`config.mk`:
```
export PLATFORM = sky130hd
export DESIGN_NAME = hazard_scoreboard
export DESIGN_NICKNAME = d
export VERILOG_FILES = /design/src/rtl/hazard_scoreboard.sv
export SDC_FILE = /design/constraint.sdc
export NUM_CORES = 1
export LEC_CHECK = 0
export CAP_MARGIN = 0
export CORE_AREA = 2 2 74 76
export DETAILED_ROUTE_END_ITERATION = 8
export DIE_AREA = 0 0 76 78
export DONT_BUFFER_PORTS = 1
export PLACE_DENSITY = 0.73
export SYNTH_ARGS = -nofsm -noshare
export SYNTH_HDL_FRONTEND = slang
export SYNTH_SLANG_ARGS = --single-unit
export TNS_END_PERCENT = 100
```
`constraint.sdc`:
```
create_clock -name clk -period 3.3 [get_ports clk]
set_input_delay 0 -clock clk [delete_from_list [all_inputs] [get_ports clk]]
set_output_delay 0 -clock clk [all_outputs]
set_load 0.01 [all_outputs]
```
`src/rtl/hazard_scoreboard.sv`:
```
// Hazard detection and forwarding control for the pipelined MIPS core.
// A shift-register scoreboard of in-flight writes drives stalls, flushes and operand forwarding.
module hazard_scoreboard #(
    parameter int AW       = 5,
    parameter int STAGES   = 3,
    parameter int TW       = 2,
    parameter int MULT_CYC = 5,
    parameter int DIV_CYC  = 10,
    parameter int SW       = $clog2(STAGES + 1)
) (
    input  logic          clk,
    input  logic          reset_n,
    input  logic          d_valid,
    input  logic [AW-1:0] d_rs,
    input  logic [AW-1:0] d_rt,
    input  logic          d_rs_used,
    input  logic          d_rt_used,
    input  logic [TW-1:0] d_rs_tuse,
    input  logic [TW-1:0] d_rt_tuse,
    input  logic [AW-1:0] d_wb,
    input  logic [TW-1:0] d_tnew,
    input  logic          d_cp0wr,
    input  logic          d_eret,
    input  logic          d_md_start,
    input  logic          d_md_op,
    input  logic          d_md_use,
    input  logic          int_req,
    output logic          stall,
    output logic          stall_eret,
    output logic          md_busy,
    output logic [SW-1:0] fwd_d_rs,
    output logic [SW-1:0] fwd_d_rt,
    output logic [SW-1:0] fwd_e_rs,
    output logic [SW-1:0] fwd_e_rt,
    output logic [SW-1:0] fwd_m_rt,
    output logic          flush_d,
    output logic          flush_e,
    output logic          flush_mw
);
    localparam int MD_MAX = (MULT_CYC > DIV_CYC) ? MULT_CYC : DIV_CYC;
    localparam int CW     = $clog2(MD_MAX + 1);

    logic          slot_valid [1:STAGES];
    logic [AW-1:0] slot_wb    [1:STAGES];
    logic [AW-1:0] slot_rs    [1:STAGES];
    logic [AW-1:0] slot_rt    [1:STAGES];
    logic [TW-1:0] slot_tnew  [1:STAGES];
    logic          slot_cp0wr [1:STAGES];
    logic [CW-1:0] md_cnt;

    logic [STAGES:1] slot_live;
    logic [STAGES:1] slot_cp0_pend;

    logic [SW-1:0] d_rs_idx, d_rt_idx, e_rs_idx, e_rt_idx, m_rt_idx;
    logic [TW-1:0] d_rs_tnew, d_rt_tnew, e_rs_tnew, e_rt_tnew, m_rt_tnew;
    logic          rs_block, rt_block, md_block, accept;

    // Scoreboard slots: slot 1 takes the accepted D instruction (or a bubble),
    // later slots shift the older entry along while its tnew counts down to 0.
    generate
        for (genvar gi = 1; gi <= STAGES; gi++) begin : g_slot
            assign slot_live[gi]     = slot_valid[gi] && (slot_wb[gi] != '0);
            assign slot_cp0_pend[gi] = slot_valid[gi] && slot_cp0wr[gi];

            if (gi == 1) begin : g_head
                always_ff @(posedge clk or negedge reset_n) begin
                    if (!reset_n) begin
                        slot_valid[gi] <= 1'b0;
                        slot_wb[gi]    <= '0;
                        slot_rs[gi]    <= '0;
                        slot_rt[gi]    <= '0;
                        slot_tnew[gi]  <= '0;
                        slot_cp0wr[gi] <= 1'b0;
                    end else if (accept) begin
                        slot_valid[gi] <= 1'b1;
                        slot_wb[gi]    <= d_wb;
                        slot_rs[gi]    <= d_rs;
                        slot_rt[gi]    <= d_rt;
                        slot_tnew[gi]  <= d_tnew;
                        slot_cp0wr[gi] <= d_cp0wr;
                    end else begin
                        slot_valid[gi] <= 1'b0;
                        slot_wb[gi]    <= '0;
                        slot_rs[gi]    <= '0;
                        slot_rt[gi]    <= '0;
                        slot_tnew[gi]  <= '0;
                        slot_cp0wr[gi] <= 1'b0;
                    end
                end
            end else begin : g_tail
                always_ff @(posedge clk or negedge reset_n) begin
                    if (!reset_n) begin
                        slot_valid[gi] <= 1'b0;
                        slot_wb[gi]    <= '0;
                        slot_rs[gi]    <= '0;
                        slot_rt[gi]    <= '0;
                        slot_tnew[gi]  <= '0;
                        slot_cp0wr[gi] <= 1'b0;
                    end else if (int_req) begin
                        slot_valid[gi] <= 1'b0;
                        slot_wb[gi]    <= '0;
                        slot_rs[gi]    <= '0;
                        slot_rt[gi]    <= '0;
                        slot_tnew[gi]  <= '0;
                        slot_cp0wr[gi] <= 1'b0;
                    end else begin
                        slot_valid[gi] <= slot_valid[gi-1];
                        slot_wb[gi]    <= slot_wb[gi-1];
                        slot_rs[gi]    <= slot_rs[gi-1];
                        slot_rt[gi]    <= slot_rt[gi-1];
                        slot_tnew[gi]  <= (slot_tnew[gi-1] == '0) ? '0
                                          : slot_tnew[gi-1] - TW'(1);
                        slot_cp0wr[gi] <= slot_cp0wr[gi-1];
                    end
                end
            end
        end
    endgenerate

    // Scan oldest to youngest so the youngest matching slot overrides older ones.
    always_comb begin
        d_rs_idx  = '0;
        d_rs_tnew = '0;
        d_rt_idx  = '0;
        d_rt_tnew = '0;
        for (int k = STAGES; k >= 1; k--) begin
            if (slot_live[k] && (slot_wb[k] == d_rs)) begin
                d_rs_idx  = SW'(k);
                d_rs_tnew = slot_tnew[k];
            end
            if (slot_live[k] && (slot_wb[k] == d_rt)) begin
                d_rt_idx  = SW'(k);
                d_rt_tnew = slot_tnew[k];
            end
        end
    end

    generate
        if (STAGES >= 2) begin : g_e_search
            always_comb begin
                e_rs_idx  = '0;
                e_rs_tnew = '0;
                e_rt_idx  = '0;
                e_rt_tnew = '0;
                for (int k = STAGES; k >= 2; k--) begin
                    if (slot_live[k] && (slot_wb[k] == slot_rs[1])) begin
                        e_rs_idx  = SW'(k);
                        e_rs_tnew = slot_tnew[k];
                    end
                    if (slot_live[k] && (slot_wb[k] == slot_rt[1])) begin
                        e_rt_idx  = SW'(k);
                        e_rt_tnew = slot_tnew[k];
                    end
                end
            end
        end else begin : g_e_none
            assign e_rs_idx  = '0;
            assign e_rs_tnew = '0;
            assign e_rt_idx  = '0;
            assign e_rt_tnew = '0;
        end

        if (STAGES >= 3) begin : g_m_search
            always_comb begin
                m_rt_idx  = '0;
                m_rt_tnew = '0;
                for (int k = STAGES; k >= 3; k--) begin
                    if (slot_live[k] && (slot_wb[k] == slot_rt[2])) begin
                        m_rt_idx  = SW'(k);
                        m_rt_tnew = slot_tnew[k];
                    end
                end
            end
        end else begin : g_m_none
            assign m_rt_idx  = '0;
            assign m_rt_tnew = '0;
        end
    endgenerate

    // A producer that is not yet ready but will be by tuse needs neither stall
    // nor D forwarding: E/M forwarding picks the value up downstream.
    assign rs_block = d_valid && d_rs_used && (d_rs_idx != '0) && (d_rs_tnew > d_rs_tuse);
    assign rt_block = d_valid && d_rt_used && (d_rt_idx != '0) && (d_rt_tnew > d_rt_tuse);
    assign fwd_d_rs = (d_valid && d_rs_used && (d_rs_idx != '0) && (d_rs_tnew == '0))
                      ? d_rs_idx : '0;
    assign fwd_d_rt = (d_valid && d_rt_used && (d_rt_idx != '0) && (d_rt_tnew == '0))
                      ? d_rt_idx : '0;

    assign fwd_e_rs = (slot_valid[1] && (e_rs_idx != '0) && (e_rs_tnew == '0)) ? e_rs_idx : '0;
    assign fwd_e_rt = (slot_valid[1] && (e_rt_idx != '0) && (e_rt_tnew == '0)) ? e_rt_idx : '0;
    generate
        if (STAGES >= 2) begin : g_m_fwd
            assign fwd_m_rt = (slot_valid[2] && (m_rt_idx != '0) && (m_rt_tnew == '0))
                              ? m_rt_idx : '0;
        end else begin : g_m_fwd_none
            assign fwd_m_rt = '0;
        end
    endgenerate

    // MD counter keeps running across interrupts; only an accepted start reloads it.
    always_ff @(posedge clk or negedge reset_n) begin
        if (!reset_n) begin
            md_cnt <= '0;
        end else if (accept && d_md_start) begin
            md_cnt <= d_md_op ? CW'(DIV_CYC) : CW'(MULT_CYC);
        end else if (md_cnt != '0) begin
            md_cnt <= md_cnt - CW'(1);
        end
    end

    assign md_busy    = (md_cnt != '0);
    assign md_block   = d_valid && d_md_use && md_busy;
    assign stall_eret = d_valid && d_eret && (|slot_cp0_pend);
    assign stall      = rs_block || rt_block || stall_eret || md_block;
    assign accept     = d_valid && !stall && !int_req;

    assign flush_d  = int_req || (d_eret && d_valid && !stall);
    assign flush_e  = stall || int_req;
    assign flush_mw = int_req;
endmodule

```
==> impl_results.md <==
- Critical path class: flip-flop to output port
- Max_cap viols: 0
- Worst-path cell chain: buf_4 > xnor2_1 > nand3_1 > or4_4 > mux2_2 > o21ai_2 > inv_1 > ha_1 > nand2_1 > o2111ai_2 > a31oi_4 > nor2_1 > a31o_2
- Slowest stage delay, CP: 0.45 ns
- Mapped cell area: 2810 µm²
- Final Hold Vio Count: 0
- WP data arrival: 3.25 ns
- First-pass GRT wire length: 10600 µm
- ANT cells: 0
- VDD IR-drop max: 0.290 mV
- Slew Viols, Final: 0
- Synth-to-Final Area Change: 19.6%
- Fillers: 367
- Via/cell ratio: 5.58
- Max-slew headroom: 0.336
- Length of the first detailed-routing pass in iterations: 4
- Routed WL per cell: 17.3 µm
- Commonest non-fill, non-tap cell in the layout: dfrtp_1
- Fmax: 308 MHz
- Die width: 76 µm
- Top_reg_cell synth: dfrtp_1
- Status: complete, no violations
- Least-Margin Pin Slew: 0.993 ns
- R2r startpoint: slot_wb[6]$_DFF_PN0_
- Crit-path slowest cell: or4_4
- CTS root buffer: clkbuf_8
- Clock sink total: 46
- Via count: 2097
- Worst Setup SP: slot_wb[6]$_DFF_PN0_
- Core Rows: 26
- Grt ovf: 0
- Worst-path maximum fanout: 5
- Antenna Nets Post-Route: 0
- Critical Path Source Type: flip-flop
- YS warnings: 0
- LEAKAGE: 1.46 nW
- Clock skew: 0.00806 ns
- Cells after synthesis: 278
- Cell family with most CP delay: compound AO/OA/AOI/OAI gates
- Largest net degree at the start of global routing: 47
- Clk_lat worst skew: 0.30 ns
- Core Region: 5040 µm²
- Crit path buf inv count: 2
- Clock Pin Slew Worst Setup and Hold Paths: 0.08 ns
- GRT Util Overall: 0.229
- DRC: 0
- Count of endpoints failing setup in the final report: 0
- Ranking of synthesized cells by area: dfrtp_1 (41%), xnor2_1 (10%), xor2_1 (7.5%)
- Mapped Nets: 316
- Min-delay src: int_req
- Iteration-0 DRC count of the detailed router: 183
- Clock buffer depth: 2
- Pwr/cell area: 396 nW/µm²
- Post-DP Area: 2900 µm²
- Final net count: 343
- Avg Inst Size Synth: 10.1 µm²
- Share of the synthesized area in the top cell type: 0.409
- DIE AREA: 5930 µm²
- Vias in the first global route: 2203
- CP endpoint kind: output port
- H-tree Lvls: 2
- Synth area leader: dfrtp_1
- Final instance area: 3360 µm²
- CTS tree: yes
- Hold Crit Class: input pin to output port
- Initial Utilization: 0.558
- DP HPWL: 4350 µm
- Post-synthesis register bit count: 46
- Initial antenna violation count: 0
- Layout cells sized above 1: 0.170
- I/O pin cnt: 48
- Setup tns final: 0 ns
- RSZ-0062 raised after global routing: yes
- Final min period: 3.25 ns
- Die height: 78 µm
- Seq/Total Area, Yosys: 0.409
- Req. time, crit path: 3.30 ns
- Post-synthesis async set-or-reset flop share: 1.00
- Post-synth EDFFs: 0
- Final wirelength: 6520 µm
- Input/output buffers: 0
- Num CTS Buffers: 5
- Fin crit share: 0.985
- Most frequent cells in the layout: dfrtp_1 (45), xnor2_1 (33), xor2_1 (24)
- Placer Congestion: 0.944
- Unique cell type count in the Yosys netlist: 43
-- final cells by class --
cell class	instances	area, µm²	area share
clock inverters	1	30.0	0.00893
repair buffers	38	370	0.110
flip-flops and latches	46	1150	0.343
well taps	70	87.6	0.0260
inverters	9	33.8	0.0100
multi-input cells	205	1610	0.480
clock buffers	7	76.3	0.0227
-- stage by stage --
stage,instances,hold slack [ns],power [mW],util,worst slack [ns]
3_5_place_dp,342,-0.295,0.891,0.575,0.0368
2_1_floorplan,278,-0.296,0.852,-,0.000446
5_1_grt,376,0.00106,1.41,0.667,-0.0829
4_1_cts,373,0.00119,1.33,0.648,0.0107
6_report,376,0.00127,1.33,0.667,0.0487
3_3_place_gp,342,-0.295,0.882,0.575,0.144
-- cells in the mapped netlist, drive strengths merged (2+ instances only) --
master	instances
a21oi	4
a31o	3
a31oi	2
and2	19
buf	12
clkbuf	6
dfrtp	46
ha	6
inv	9
mux2	6
mux2i	2
nand2	12
nand2b	2
nand3	11
nand3b	2
nand4	6
nor2	7
nor2b	22
nor3	14
nor3b	2
nor4	2
nor4b	2
o21ai	7
or3	3
or4	5
xnor2	33
xor2	24
-- timing repair --
action	CTS	global route
setup buffers	1	3
endpoints found under the setup margin	3	26
gates cloned	0	0
gates resized for setup	6	11
pin swaps	0	0
hold buffers	22	0
hold endpoints to repair	92	0
-- state kept, by name (all words and copies together) (netlist names) --
register and flops:
md_cnt 4, slot_cp0wr 3, slot_rs 5, slot_rt 10, slot_tnew 6, slot_valid 3, slot_wb 15
-- report_power, final --
group | total, mW | internal, mW | switching (mW)
registers | 0.648 | 0.608 | 0.0401
logic | 0.277 | 0.150 | 0.127
clock network | 0.409 | 0.227 | 0.182
total | 1.33 | 0.984 | 0.349
-- worst register-to-register path, delay by kind of cell (launching register included) --
| family | cells | cell delay [ns] |
|---|---|---|
| AOI/OAI and AO/OA | 3 | 0.47 |
| xor gates and xnor gates | 1 | 0.19 |
| DFF | 1 | 0.39 |
| muxes | 2 | 0.66 |
| and+or+nand+nor | 4 | 0.84 |
| adders and majority gates | 1 | 0.22 |
| buffers and inverters | 2 | 0.33 |
-- cell families (layout without fill, tap and decap cells) --
kind of cell | count (synthesis) | count (layout) | synth area share
simple gates | 111 | 111 | 0.237
flops | 46 | 46 | 0.409
xor+xnor | 57 | 57 | 0.177
mux | 8 | 8 | 0.0311
fa+ha+maj | 6 | 6 | 0.0267
compound gates | 23 | 23 | 0.0667
buf+inv | 27 | 55 | 0.0516
-- layer usage --
metal | vias up | GRT usage | wire, µm
li1 | 980 | - | -
met1 | 1033 | 0.274 | 2610
met2 | 69 | 0.404 | 3410
met3 | 15 | 0.0488 | 291
met4 | 0 | 0.0873 | 204
met5 | - | 0 | 0
-- final timing paths --
| check | end | slack, ns | cells after the start |
|---|---|---|---|
| min | flush_mw | 0.001 | 0 |
| max in group asynchronous | slot_wb[8]$_DFF_PN0_ | 2.90 | 2 |
| min reg2reg | slot_tnew[0]$_DFF_PN0_ | 0.49 | 1 |
| max | flush_d | 0.05 | 13 |
| max reg2reg | md_cnt[1]$_DFFE_PN0P_ | 0.06 | 13 |
| min in group asynchronous | slot_rs[13]$_DFF_PN0_ | 0.19 | 2 |
No activity file was read; power rests on OpenSTA's default activity.
